<file path="src/rtl/rv32i_pkg.sv">
// Shared RV32I definitions for the memory stage: funct3 access codes,
// fault-cause encoding, LSU state encoding and the access-size decode.
package rv32i_pkg;

    localparam logic [2:0] F3_B  = 3'b000;
    localparam logic [2:0] F3_H  = 3'b001;
    localparam logic [2:0] F3_W  = 3'b010;
    localparam logic [2:0] F3_BU = 3'b100;
    localparam logic [2:0] F3_HU = 3'b101;

    typedef enum logic [1:0] {
        CAUSE_NONE     = 2'b00,
        CAUSE_MISALIGN = 2'b01,
        CAUSE_BUS_ERR  = 2'b10,
        CAUSE_TIMEOUT  = 2'b11
    } fault_cause_e;

    typedef enum logic [1:0] {
        LSU_IDLE = 2'b00,
        LSU_REQ  = 2'b01,
        LSU_WAIT = 2'b10,
        LSU_DONE = 2'b11
    } lsu_state_e;

    typedef enum logic [1:0] {
        SIZE_B = 2'b00,
        SIZE_H = 2'b01,
        SIZE_W = 2'b10
    } access_size_e;

    // The low funct3 bits select the size; the otherwise unused code 11 behaves as a word.
    function automatic access_size_e decode_size(input logic [1:0] f3_lo);
        case (f3_lo)
            2'b00:   decode_size = SIZE_B;
            2'b01:   decode_size = SIZE_H;
            default: decode_size = SIZE_W;
        endcase
    endfunction

endpackage

</file>
<file path="src/rtl/lsu_align.sv">
// Combinational lane logic for the LSU: store byte enables and replicated
// write data on the request side, load extraction and extension on the response side.
module lsu_align
    import rv32i_pkg::*;
(
    input  access_size_e req_size_i,
    input  logic [1:0]   req_offset_i,
    input  logic [31:0]  req_wdata_i,
    input  access_size_e rsp_size_i,
    input  logic         rsp_signed_i,
    input  logic [1:0]   rsp_offset_i,
    input  logic [31:0]  rsp_rdata_i,
    output logic [3:0]   be_o,
    output logic [31:0]  wdata_o,
    output logic         misaligned_o,
    output logic [31:0]  rdata_o
);

    logic [31:0] lane;

    always_comb begin
        be_o         = 4'b1111;
        wdata_o      = req_wdata_i;
        misaligned_o = 1'b0;
        case (req_size_i)
            SIZE_B: begin
                be_o    = 4'b0001 << req_offset_i;
                wdata_o = {4{req_wdata_i[7:0]}};
            end
            SIZE_H: begin
                be_o         = 4'b0011 << {req_offset_i[1], 1'b0};
                wdata_o      = {2{req_wdata_i[15:0]}};
                misaligned_o = req_offset_i[0];
            end
            default: begin
                be_o         = 4'b1111;
                misaligned_o = |req_offset_i;
            end
        endcase
    end

    // The addressed byte/halfword is shifted down to bit 0 before extension.
    always_comb begin
        lane    = rsp_rdata_i >> {rsp_offset_i, 3'b000};
        rdata_o = lane;
        case (rsp_size_i)
            SIZE_B:  rdata_o = {{24{rsp_signed_i & lane[7]}}, lane[7:0]};
            SIZE_H:  rdata_o = {{16{rsp_signed_i & lane[15]}}, lane[15:0]};
            default: rdata_o = lane;
        endcase
    end

endmodule

</file>
<file path="src/rtl/data_lsu.sv">
// Memory-stage load/store unit: one req/gnt/rvalid bus transaction per
// EX/MEM memory op, stalling the pipeline until it completes or faults.
module data_lsu
    import rv32i_pkg::*;
#(
    parameter int TIMEOUT = 255
) (
    input  logic        CLK,
    input  logic        nRST,
    input  logic        MemRead_i,
    input  logic        MemWrite_i,
    input  logic [2:0]  funct3_i,
    input  logic [31:0] addr_i,
    input  logic [31:0] wdata_i,
    output logic        stall_o,
    output logic [31:0] ReadData_o,
    output logic        fault_o,
    output logic [1:0]  fault_cause_o,
    output logic        data_req_o,
    output logic        data_we_o,
    output logic [3:0]  data_be_o,
    output logic [31:0] data_addr_o,
    output logic [31:0] data_wdata_o,
    input  logic        data_gnt_i,
    input  logic        data_rvalid_i,
    input  logic [31:0] data_rdata_i,
    input  logic        data_err_i
);

    localparam int CNT_W = (TIMEOUT > 1) ? $clog2(TIMEOUT) : 1;
    localparam logic [CNT_W-1:0] CNT_LAST = CNT_W'((TIMEOUT > 0) ? TIMEOUT - 1 : 0);
    localparam logic TIMEOUT_EN = (TIMEOUT != 0);

    lsu_state_e   state_q, state_d;
    fault_cause_e cause_q, cause_d;
    logic [CNT_W-1:0] cnt_q, cnt_d;
    logic         is_load_q, is_load_d;
    access_size_e size_q, size_d;
    logic         signed_q, signed_d;
    logic [1:0]   offset_q, offset_d;
    logic [29:0]  addr_q, addr_d;
    logic         we_q, we_d;
    logic [3:0]   be_q, be_d;
    logic [31:0]  wdata_q, wdata_d;
    logic [31:0]  rdata_q, rdata_d;

    logic         op;
    logic         timeout_hit;
    logic [3:0]   align_be;
    logic [31:0]  align_wdata;
    logic         align_misaligned;
    logic [31:0]  align_rdata;

    lsu_align u_align (
        .req_size_i   (decode_size(funct3_i[1:0])),
        .req_offset_i (addr_i[1:0]),
        .req_wdata_i  (wdata_i),
        .rsp_size_i   (size_q),
        .rsp_signed_i (signed_q),
        .rsp_offset_i (offset_q),
        .rsp_rdata_i  (data_rdata_i),
        .be_o         (align_be),
        .wdata_o      (align_wdata),
        .misaligned_o (align_misaligned),
        .rdata_o      (align_rdata)
    );

    assign op          = MemRead_i | MemWrite_i;
    assign timeout_hit = TIMEOUT_EN && (cnt_q == CNT_LAST);

    always_comb begin
        state_d   = state_q;
        cause_d   = cause_q;
        cnt_d     = cnt_q;
        is_load_d = is_load_q;
        size_d    = size_q;
        signed_d  = signed_q;
        offset_d  = offset_q;
        addr_d    = addr_q;
        we_d      = we_q;
        be_d      = be_q;
        wdata_d   = wdata_q;
        rdata_d   = rdata_q;
        stall_o   = 1'b0;

        case (state_q)
            LSU_IDLE: begin
                stall_o = op;
                if (op) begin
                    is_load_d = ~MemWrite_i;
                    size_d    = decode_size(funct3_i[1:0]);
                    signed_d  = ~funct3_i[2];
                    offset_d  = addr_i[1:0];
                    if (align_misaligned) begin
                        state_d = LSU_DONE;
                        cause_d = CAUSE_MISALIGN;
                        if (!MemWrite_i) begin
                            rdata_d = '0;
                        end
                    end else begin
                        state_d = LSU_REQ;
                        cnt_d   = '0;
                        addr_d  = addr_i[31:2];
                        we_d    = MemWrite_i;
                        be_d    = align_be;
                        wdata_d = align_wdata;
                    end
                end
            end
            // The timeout takes precedence over a grant arriving in the same cycle.
            LSU_REQ: begin
                stall_o = 1'b1;
                cnt_d   = cnt_q + 1'b1;
                if (timeout_hit) begin
                    state_d = LSU_DONE;
                    cause_d = CAUSE_TIMEOUT;
                    if (is_load_q) begin
                        rdata_d = '0;
                    end
                end else if (data_gnt_i) begin
                    state_d = LSU_WAIT;
                end
            end
            LSU_WAIT: begin
                stall_o = 1'b1;
                cnt_d   = cnt_q + 1'b1;
                if (data_rvalid_i) begin
                    state_d = LSU_DONE;
                    if (data_err_i) begin
                        cause_d = CAUSE_BUS_ERR;
                        if (is_load_q) begin
                            rdata_d = '0;
                        end
                    end else if (is_load_q) begin
                        rdata_d = align_rdata;
                    end
                end else if (timeout_hit) begin
                    state_d = LSU_DONE;
                    cause_d = CAUSE_TIMEOUT;
                    if (is_load_q) begin
                        rdata_d = '0;
                    end
                end
            end
            default: begin
                state_d = LSU_IDLE;
                cause_d = CAUSE_NONE;
                cnt_d   = '0;
            end
        endcase

        // Bus outputs return to idle values as soon as the access is finished.
        if (state_d == LSU_DONE) begin
            addr_d  = '0;
            we_d    = 1'b0;
            be_d    = '0;
            wdata_d = '0;
        end
    end

    always_ff @(posedge CLK or negedge nRST) begin
        if (!nRST) begin
            state_q   <= LSU_IDLE;
            cause_q   <= CAUSE_NONE;
            cnt_q     <= '0;
            is_load_q <= 1'b0;
            size_q    <= SIZE_B;
            signed_q  <= 1'b0;
            offset_q  <= '0;
            addr_q    <= '0;
            we_q      <= 1'b0;
            be_q      <= '0;
            wdata_q   <= '0;
            rdata_q   <= '0;
        end else begin
            state_q   <= state_d;
            cause_q   <= cause_d;
            cnt_q     <= cnt_d;
            is_load_q <= is_load_d;
            size_q    <= size_d;
            signed_q  <= signed_d;
            offset_q  <= offset_d;
            addr_q    <= addr_d;
            we_q      <= we_d;
            be_q      <= be_d;
            wdata_q   <= wdata_d;
            rdata_q   <= rdata_d;
        end
    end

    assign data_req_o    = (state_q == LSU_REQ);
    assign data_we_o     = we_q;
    assign data_be_o     = be_q;
    assign data_addr_o   = {addr_q, 2'b00};
    assign data_wdata_o  = wdata_q;
    assign ReadData_o    = rdata_q;
    assign fault_cause_o = cause_q;
    assign fault_o       = (cause_q != CAUSE_NONE);

endmodule

</file>
<file path="config.mk">
export PLATFORM = sky130hd
export DESIGN_NAME = data_lsu
export DESIGN_NICKNAME = d
export VERILOG_FILES = /design/src/rtl/rv32i_pkg.sv /design/src/rtl/lsu_align.sv /design/src/rtl/data_lsu.sv
export SDC_FILE = /design/constraint.sdc
export NUM_CORES = 1
export LEC_CHECK = 0
export CORE_UTILIZATION = 26
export DETAILED_ROUTE_END_ITERATION = 10
export MAX_ROUTING_LAYER = met4
export PLACE_DENSITY = 0.6
export SYNTH_ARGS = -nofsm -noshare
export SYNTH_HDL_FRONTEND = slang
export SYNTH_SLANG_ARGS = --single-unit
export TNS_END_PERCENT = 50
</file>
<file path="constraint.sdc">
create_clock -name CLK -period 6.25 [get_ports CLK]
set_input_delay 0.9375 -clock CLK [delete_from_list [all_inputs] [get_ports CLK]]
set_output_delay 0.9375 -clock CLK [all_outputs]
set_load 0.005 [all_outputs]
</file>
==> run summary, run 1 <==
RSZ-0062 raised after global routing - false
top layer in use - met4
Final #Nets - 946
buffer count from post-CTS setup fixing - 0
Avg WL per Cell - 17.4 microns
Initial Util - 26.4%
IO Port Bufs - 209
Iter 0 DRT Violations - 209
Via density - 4.98
CTS Buf Count - 17
Clock Latency Late Sink - 420 ps
Rows - 55
initial antenna violation count - 1
Place WS - 2310 ps
Slew Limit Fails - 0
area of the core - 22600 sq um
fin worst setup slack - 2520 ps
Worst path slowest cell - o21ai_1
DP Cell Count - 1099
Peak VDD IR - 200 uV
Metal-1 WL - 8930 microns
grt ovf - 0
Synth Instances - 646
layout cells sized above 1 - 6.50%
clk_skew - 9.77 ps
yosys warns - 0
DRT Pass-1 Iters - 5
met2 wire length - 8670 microns
Final Hold Viols - 0
CP Launch Type - primary input
Die ar. - 23600 sq um
Tot GR Track Use - 17.9%
area leader, netlist - dfrtp_1
Die X - 154 microns
CTS tree - yes
Final Wtd Congestion - 0.835
average size of a mapped cell - 9.27 sq um
CP most frequent cell - clkdlybuf4s50_1
H-tree depth - 4
I/O Pins - 212
synth cell count leaders - nand2_1 (154), dfrtp_1 (117), a21oi_1 (56)
fin cells - 1132
status - completed
drt drc - 0
Worst Setup End Kind - primary output
# Max-Cap Violations - 0
Critical Path RT - 5310 ps
Synth area leaders - dfrtp_1 (49%), nand2_1 (9.7%), mux2i_1 (5.9%)
CTS clock-pin slew for the worst setup and hold paths - 60 ps
detailed placer's ending HPWL - 13700 microns
Area Growth Syn to Fin - 47.6%
Main synth FF type - dfrtp_1
ys async rst share - 100%
total length of routed wires - 19700 microns
Synth Register Bits - 117
Max Root-Sink Buffers - 2
Num Clock Sinks - 117
EDFF count, synth - 0
hold crit path type - reg2reg
hold slack - 480 ps
Slew headroom - 19.2%
Final min period - 3730 ps
vias in the first global route - 5686
# setup viols final - 0
# fillers - 2289
vias - 5643
most frequent cell after synthesis - nand2_1
leak pwr - 3.63 nW
CP Max Fanout - 11
CP peak stage delay - 640 ps
Post-Synthesis Cell Area - 5990 sq um
PostCTS Resize Cnt - 0
die height - 154 microns
hold buffer count at CTS - 0
fmax - 0.268 GHz
antenna viol nets, final - 0
largest net degree at the start of global routing - 72
critical path data arrival time - 2790 ps
distinct cell type count after synthesis - 54
Root Driver - clkbuf_16
share of the synthesized area in the top cell type - 48.9%
routed length on met3 - 1730 microns
Tcrit/Tclk final - 59.6%
first-pass GRT wire length - 32000 microns
Seq/Total Area, Yosys - 48.9%
critical path class - in2out
Slew @ Worst Pin - 1210 ps
Pwr Density - 421 nW/um^2
crit-path cells - clkdlybuf4s50_1, o21ai_1, a21oi_1, clkdlybuf4s50_1
fin util - 39.0%
Setup TNS - 0 ps
cell type report:
class / instances / area (sq um) / area share (%)
flip-flops and latches: 117 / 2930 / 33.1
clock buffers: 20 / 447 / 5.05
multi-input cells: 470 / 2790 / 31.6
inverters: 11 / 41.3 / 0.467
well taps: 285 / 357 / 4.03
repair buffers: 216 / 2140 / 24.2
diodes: 1 / 2.50 / 0.0283
clock inverters: 12 / 130 / 1.47
sequential cells by signal, indices dropped and copies added, names as in the netlist:
signal / count
ReadData_o: 32
data_wdata_o: 32
addr_q: 30
cnt_q: 8
data_be_o: 4
fault_cause_o: 2
offset_q: 2
size_q: 2
state_q: 2
data_we_o: 1
is_load_q: 1
signed_q: 1
cell usage in the layout (no fill, tap or decap), drive strengths merged, types with 2 or more instances in the layout:
| cell | instances |
|---|---|
| a211oi | 10 |
| a21oi | 57 |
| a221oi | 9 |
| a22o | 17 |
| a2bb2oi | 7 |
| a311oi | 11 |
| a31oi | 3 |
| a32o | 9 |
| and3 | 4 |
| and4 | 2 |
| buf | 8 |
| bufinv | 2 |
| clkbuf | 20 |
| clkdlybuf4s50 | 208 |
| clkinv | 5 |
| clkinvlp | 5 |
| conb | 2 |
| dfrtp | 117 |
| ha | 7 |
| inv | 11 |
| mux2 | 8 |
| mux2i | 35 |
| nand2 | 154 |
| nand2b | 4 |
| nand3 | 4 |
| nand4 | 2 |
| nor2 | 39 |
| nor2b | 5 |
| o211ai | 9 |
| o21a | 2 |
| o21ai | 46 |
| o21bai | 2 |
| o22ai | 2 |
| o31ai | 5 |
| or3 | 2 |
logic make-up after synthesis:
| group | after synthesis | synth area share (%) |
|---|---|---|
| simple gates | 221 | 15.1 |
| compound gates | 197 | 22.2 |
| flops | 117 | 48.9 |
| buf+inv | 60 | 4.95 |
| mux | 43 | 7.35 |
| fa+ha+maj | 7 | 1.46 |
| other cells | 1 | 0.0626 |
report_power, final:
group | switching, mW | internal (mW)
clock | 0.371 | 0.596
sequential | 0.176 | 0.968
combinational | 0.873 | 0.742
per-layer routing:
layer  GRT usage (%)  vias to the layer above
met1            23.3                     2707
met4            5.67                        0
met5               -                        -
met3            5.89                       24
li1                -                     2680
met2            26.0                      232
metrics by stage:
stage / cell area (sq um) / power [mW]
after floorplan: 5990 / 2.06
after global placement: 8260 / 2.77
after detailed placement: 8260 / 2.78
after CTS: 8840 / 3.78
after global routing: 8840 / 4.00
final: 8840 / 3.73
final timing paths:
check / startpoint / end / slack (ps) / depth (start not counted)
max: MemRead_i / stall_o / 2520 / 4
min: cnt_q[7]$_DFFE_PN0P_ / cnt_q[7]$_DFFE_PN0P_ / 480 / 1
max reg2reg: state_q[1]$_DFF_PN0_ / data_we_o$_DFFE_PN0P_ / 2990 / 7
min reg2reg: cnt_q[7]$_DFFE_PN0P_ / cnt_q[7]$_DFFE_PN0P_ / 480 / 1
max in group asynchronous: nRST / addr_q[7]$_DFFE_PN0P_ / 4330 / 2
min in group asynchronous: nRST / ReadData_o[11]$_DFFE_PN0P_ / 530 / 1
worst max-delay path: cells and delay by family:
kind                   cells  cell delay, ps
buffers and inverters      2            1040
AO/OA/AOI/OAI              2             810
Note: power is estimated with default switching activity, not from simulation.
==> run 2: changes to the inputs <==
- clock period: 6.25 -> 3.5 ns (I/O delays scaled with it)
==> run summary, run 2 (synthesized netlist as in run 1, its figures left out) <==
PostCTS Resize Cnt - 0
Initial Util - 26.4%
CP Max Fanout - 12
Slew @ Worst Pin - 768 ps
initial antenna violation count - 2
Switching Fraction - 37.6%
IO Port Bufs - 209
CP peak stage delay - 530 ps
Peak VDD IR - 313 uV
Root Driver - clkbuf_16
Clock Latency Late Sink - 410 ps
fin worst setup slack - 550 ps
Iter 0 DRT Violations - 303
most frequent cells in the layout - clkdlybuf4s50_1 (208), nand2_1 (154), dfrtp_1 (117)
Die ar. - 23600 sq um
Die X - 154 microns
leak pwr - 3.69 nW
Via density - 4.98
Area Growth Syn to Fin - 49.4%
I/O Pins - 212
Rows - 55
Metal-1 WL - 8940 microns
buffer count from post-CTS setup fixing - 0
Multi-input gate area - 2790 sq um
total length of routed wires - 19800 microns
critical path data arrival time - 2430 ps
Critical Path RT - 2970 ps
H-tree depth - 4
switching power - 2.55 mW
met2 wire length - 8900 microns
Final Power - 6.77 mW
Max Root-Sink Buffers - 2
DRT Pass-1 Iters - 5
Num Clock Sinks - 117
area of the core - 22600 sq um
Tcrit/Tclk final - 84.3%
CTS Buf Count - 17
detailed placer's ending HPWL - 13600 microns
Final Wtd Congestion - 0.848
die height - 154 microns
CTS clock-pin slew for the worst setup and hold paths - 60 ps
Flop pwr share - 29.7%
RSZ-0062 raised after global routing - false
Finished Cell Area - 8950 sq um
largest net degree at the start of global routing - 85
Gate power share - 44.1%
Setup TNS - 0 ps
# Max-Cap Violations - 0
top layer in use - met4
critical path's top delay family - buffers and inverters
first-pass GRT wire length - 31800 microns
Final Hold Viols - 0
grt ovf - 0
Area after DPL - 8340 sq um
FF-to-FF setup slack - 1050 ps
Slew headroom - 48.7%
Slew Limit Fails - 0
clock power share - 26.2%
Final min period - 2950 ps
internal power - 4.22 mW
Place WS - 710 ps
most common cell after layout, fill and taps aside - clkdlybuf4s50_1
CP Launch Type - flop
Avg WL per Cell - 17.4 microns
clk_skew - 11.3 ps
Pwr Density - 757 nW/um^2
Worst path slowest cell - clkdlybuf4s50_1
layout cells sized above 1 - 7.28%
crit-path cells - inv_1, ha_1, o21ai_1, buf_4, a21oi_1, clkdlybuf4s50_1
Tot GR Track Use - 17.9%
hold buffer count at CTS - 0
vias - 5675
critical path class - reg2out
drt drc - 0
hold crit path type - in2async
CTS tree - yes
routed length on met3 - 1720 microns
status - completed
# setup viols final - 0
Critical path buffers and inverters - 3
antenna viol nets, final - 0
vias in the first global route - 5567
Final #Nets - 952
fmax - 0.339 GHz
register area - 2930 sq um
Worst Setup End Kind - primary output
# fillers - 2262
[run 2: cell types whose count changed in the layout (fill, tap and decap cells not counted)]
cell / delta
buf_12: +3
inv_6: -1
diode_2: +1
clkinvlp_4: -1
clkbuf_8: +2
buf_4: +3
clkinv_4: +2
clkbuf_1: -1
clkinv_2: -1
[run 2: worst register-to-register path, cell delays in order, from the launching register on]
cell     delay, ps
dfrtp_1        450
inv_1           90
ha_1           450
inv_1          220
nor2_1         120
and4_1         480
nor2b_1        190
buf_4          220
a22o_1         160
[run 2: power by group through the flow]
stage          Sequential [mW]  Clock [mW]  Combinational [mW]
6_report                  2.01        1.77                2.98
5_1_grt                   2.07        1.88                3.31
4_1_cts                   2.01        1.82                3.03
3_5_place_dp              2.03           0                3.03
3_3_place_gp              2.02           0                3.00
2_1_floorplan             1.98           0                1.71
[run 2: final timing paths]
check	start	to	cells past startpoint
hold / removal	nRST	ReadData_o[14]$_DFFE_PN0P_	1
hold reg to reg	ReadData_o[6]$_DFFE_PN0P_	ReadData_o[6]$_DFFE_PN0P_	1
min in group CLK	ReadData_o[6]$_DFFE_PN0P_	ReadData_o[6]$_DFFE_PN0P_	1
max in group asynchronous	nRST	addr_q[5]$_DFFE_PN0P_	2
setup / recovery	state_q[1]$_DFF_PN0_	stall_o	6
setup reg to reg	state_q[1]$_DFF_PN0_	ReadData_o[16]$_DFFE_PN0P_	8
[run 2: routing by layer]
layer  global-route usage, %  up-vias
met2                    25.9      233
met4                    6.14        0
met3                    5.58       19
met1                    23.6     2732
li1                        -     2691
met5                       -        -
[run 2: layout make-up]
class | count | area share [%]
clock buffer | 21 | 5.26
timing repair buffer | 222 | 24.9
multi-input combinational | 470 | 31.2
inverter | 11 | 0.462
tap | 285 | 3.99
sequential | 117 | 32.7
antenna | 2 | 0.0559
clock inverter | 11 | 1.41
[run 2: through the flow]
step,utilization (%),hold slack (ps),std cells
after floorplan,-,229,647
after global placement,36.9,465,1105
after detailed placement,36.9,472,1105
after CTS,39.5,184,1137
after global routing,39.5,209,1139
final,39.5,161,1139
==> run 3: changes to the inputs <==
- PLACE_DENSITY: 0.6 -> 0.62
- clock period: 3.5 -> 2.4 ns (I/O delays scaled with it)
==> run summary, run 3 (synthesized netlist as in run 1, its figures left out) <==
Hold Path Cell Cnt - 1
Worst Setup End Kind - primary output
critical path data arrival time - 1910 ps
most frequent cells in the layout - clkdlybuf4s50_1 (208), nand2_1 (154), dfrtp_1 (116)
CTS clock-pin slew for the worst setup and hold paths - 60 ps
Worst R2R Start - cnt_q[0]$_DFFE_PN0P_
die height - 154 microns
Avg WL per Cell - 17.2 microns
DRT Pass-1 Iters - 4
buffer count from post-CTS setup fixing - 0
IO Port Bufs - 209
clk_skew - 12.3 ps
CP Launch Type - flop
Max Root-Sink Buffers - 2
Tot GR Track Use - 17.8%
critical path class - reg2out
Final Hold Viols - 0
Worst Hold Launch - ReadData_o[6]$_DFFE_PN0P_
grt ovf - 0
DP Cell Count - 1135
hold slack - 490 ps
Peak VDD IR - 536 uV
Num Clock Sinks - 117
Pwr Density - 1130 nW/um^2
initial antenna violation count - 0
Area Growth Syn to Fin - 55.1%
Final min period - 2270 ps
# setup viols final - 0
CTS Buf Count - 17
I/O Pins - 212
Antenna diodes - 0
Critical Path RT - 2040 ps
first-pass GRT wire length - 31700 microns
detailed placer's ending HPWL - 14800 microns
H-tree depth - 4
area of the core - 22600 sq um
Rows - 55
layout cells sized above 1 - 10.8%
Setup TNS - 0 ps
antenna viol nets, final - 0
Final #Nets - 983
most common cell after layout, fill and taps aside - clkdlybuf4s50_1
Die ar. - 23600 sq um
vias - 5721
Die X - 154 microns
vias in the first global route - 5781
largest net degree at the start of global routing - 41
Iter 0 DRT Violations - 244
fmax - 0.440 GHz
Via density - 4.90
CTS tree - yes
total length of routed wires - 20100 microns
Clock Latency Late Sink - 410 ps
Slew Limit Fails - 0
drt drc - 0
Root Driver - clkbuf_16
Finished Cell Area - 9290 sq um
fin cells - 1168
status - completed
r2r worst-path depth - 9
Initial Util - 26.4%
CP Max Fanout - 5
# Max-Cap Violations - 0
leak pwr - 3.88 nW
fin util - 41.0%
Tcrit/Tclk final - 94.6%
Slew headroom - 53.0%
Slew @ Worst Pin - 705 ps
Critical path origin - state_q[0]$_DFF_PN0_
Area after DPL - 8630 sq um
Final Wtd Congestion - 0.879
RSZ-0062 raised after global routing - false
hold crit path type - reg2reg
==> run 3: changes by cell type in the layout (fill, tap and decap cells not counted), sizes merged <==
| cell | before | now |
|---|---|---|
| buf | 14 | 44 |
| clkbuf | 21 | 24 |
| clkinvlp | 4 | 1 |
| bufinv | 2 | 4 |
| clkinv | 6 | 4 |
| diode | 2 | 0 |
| dlygate4sd3 | 0 | 1 |
==> run 3: final timing paths <==
check	end	slack, ps
max	stall_o	130
min	ReadData_o[6]$_DFFE_PN0P_	490
max reg2reg	data_be_o[0]$_DFFE_PN0P_	210
min reg2reg	ReadData_o[6]$_DFFE_PN0P_	490
max in group asynchronous	data_wdata_o[28]$_DFFE_PN0P_	1180
min in group asynchronous	ReadData_o[11]$_DFFE_PN0P_	500
==> run 3: final cells by class <==
class	instances	area [sq um]
clock buffers	24	482
clock inverters	8	146
fillers	2203	13400
inverters	11	41.3
multi-input cells	470	2810
flip-flops and latches	117	2930
well taps	285	357
repair buffers	253	2520
==> run 3: per-stage QoR <==
| step | power (mW) | setup WS [ps] |
|---|---|---|
| final | 10.5 | 129 |
| after global routing | 11.1 | 21.9 |
| after CTS | 10.5 | 4.35 |
| after detailed placement | 7.73 | 68.6 |
| after global placement | 7.69 | 125 |
| after floorplan | 5.38 | 334 |
==> run 3: routing by layer <==
layer	routed length, microns	global-route usage, %	part of all wire (%)
met1	9300	22.5	46
met2	9100	27.4	45
met3	1520	5.83	7.6
met4	176	4.33	0.88
met5	0	-	0
==> run 3: report_power, final <==
part | switching, mW | total [mW] | internal [mW]
registers | 0.400 | 2.93 | 2.53
clock network | 0.906 | 2.73 | 1.82
logic | 2.43 | 4.80 | 2.37
total | 3.74 | 10.5 | 6.72
==> run 3: critical path, cell delays in order (launching register included) <==
cell	delay, ps
dfrtp_1	450
inv_2	90
ha_4	260
inv_1	50
a21oi_2	140
clkdlybuf4s50_1	510
==> run 3: what timing repair did <==
action / in CTS / in global routing
pin swaps: 1 / 0
hold buffers: 1 / 0
endpoints found under the hold margin: 36 / 0
gates resized for setup: 3 / 4
setup endpoints to repair: 1 / 21
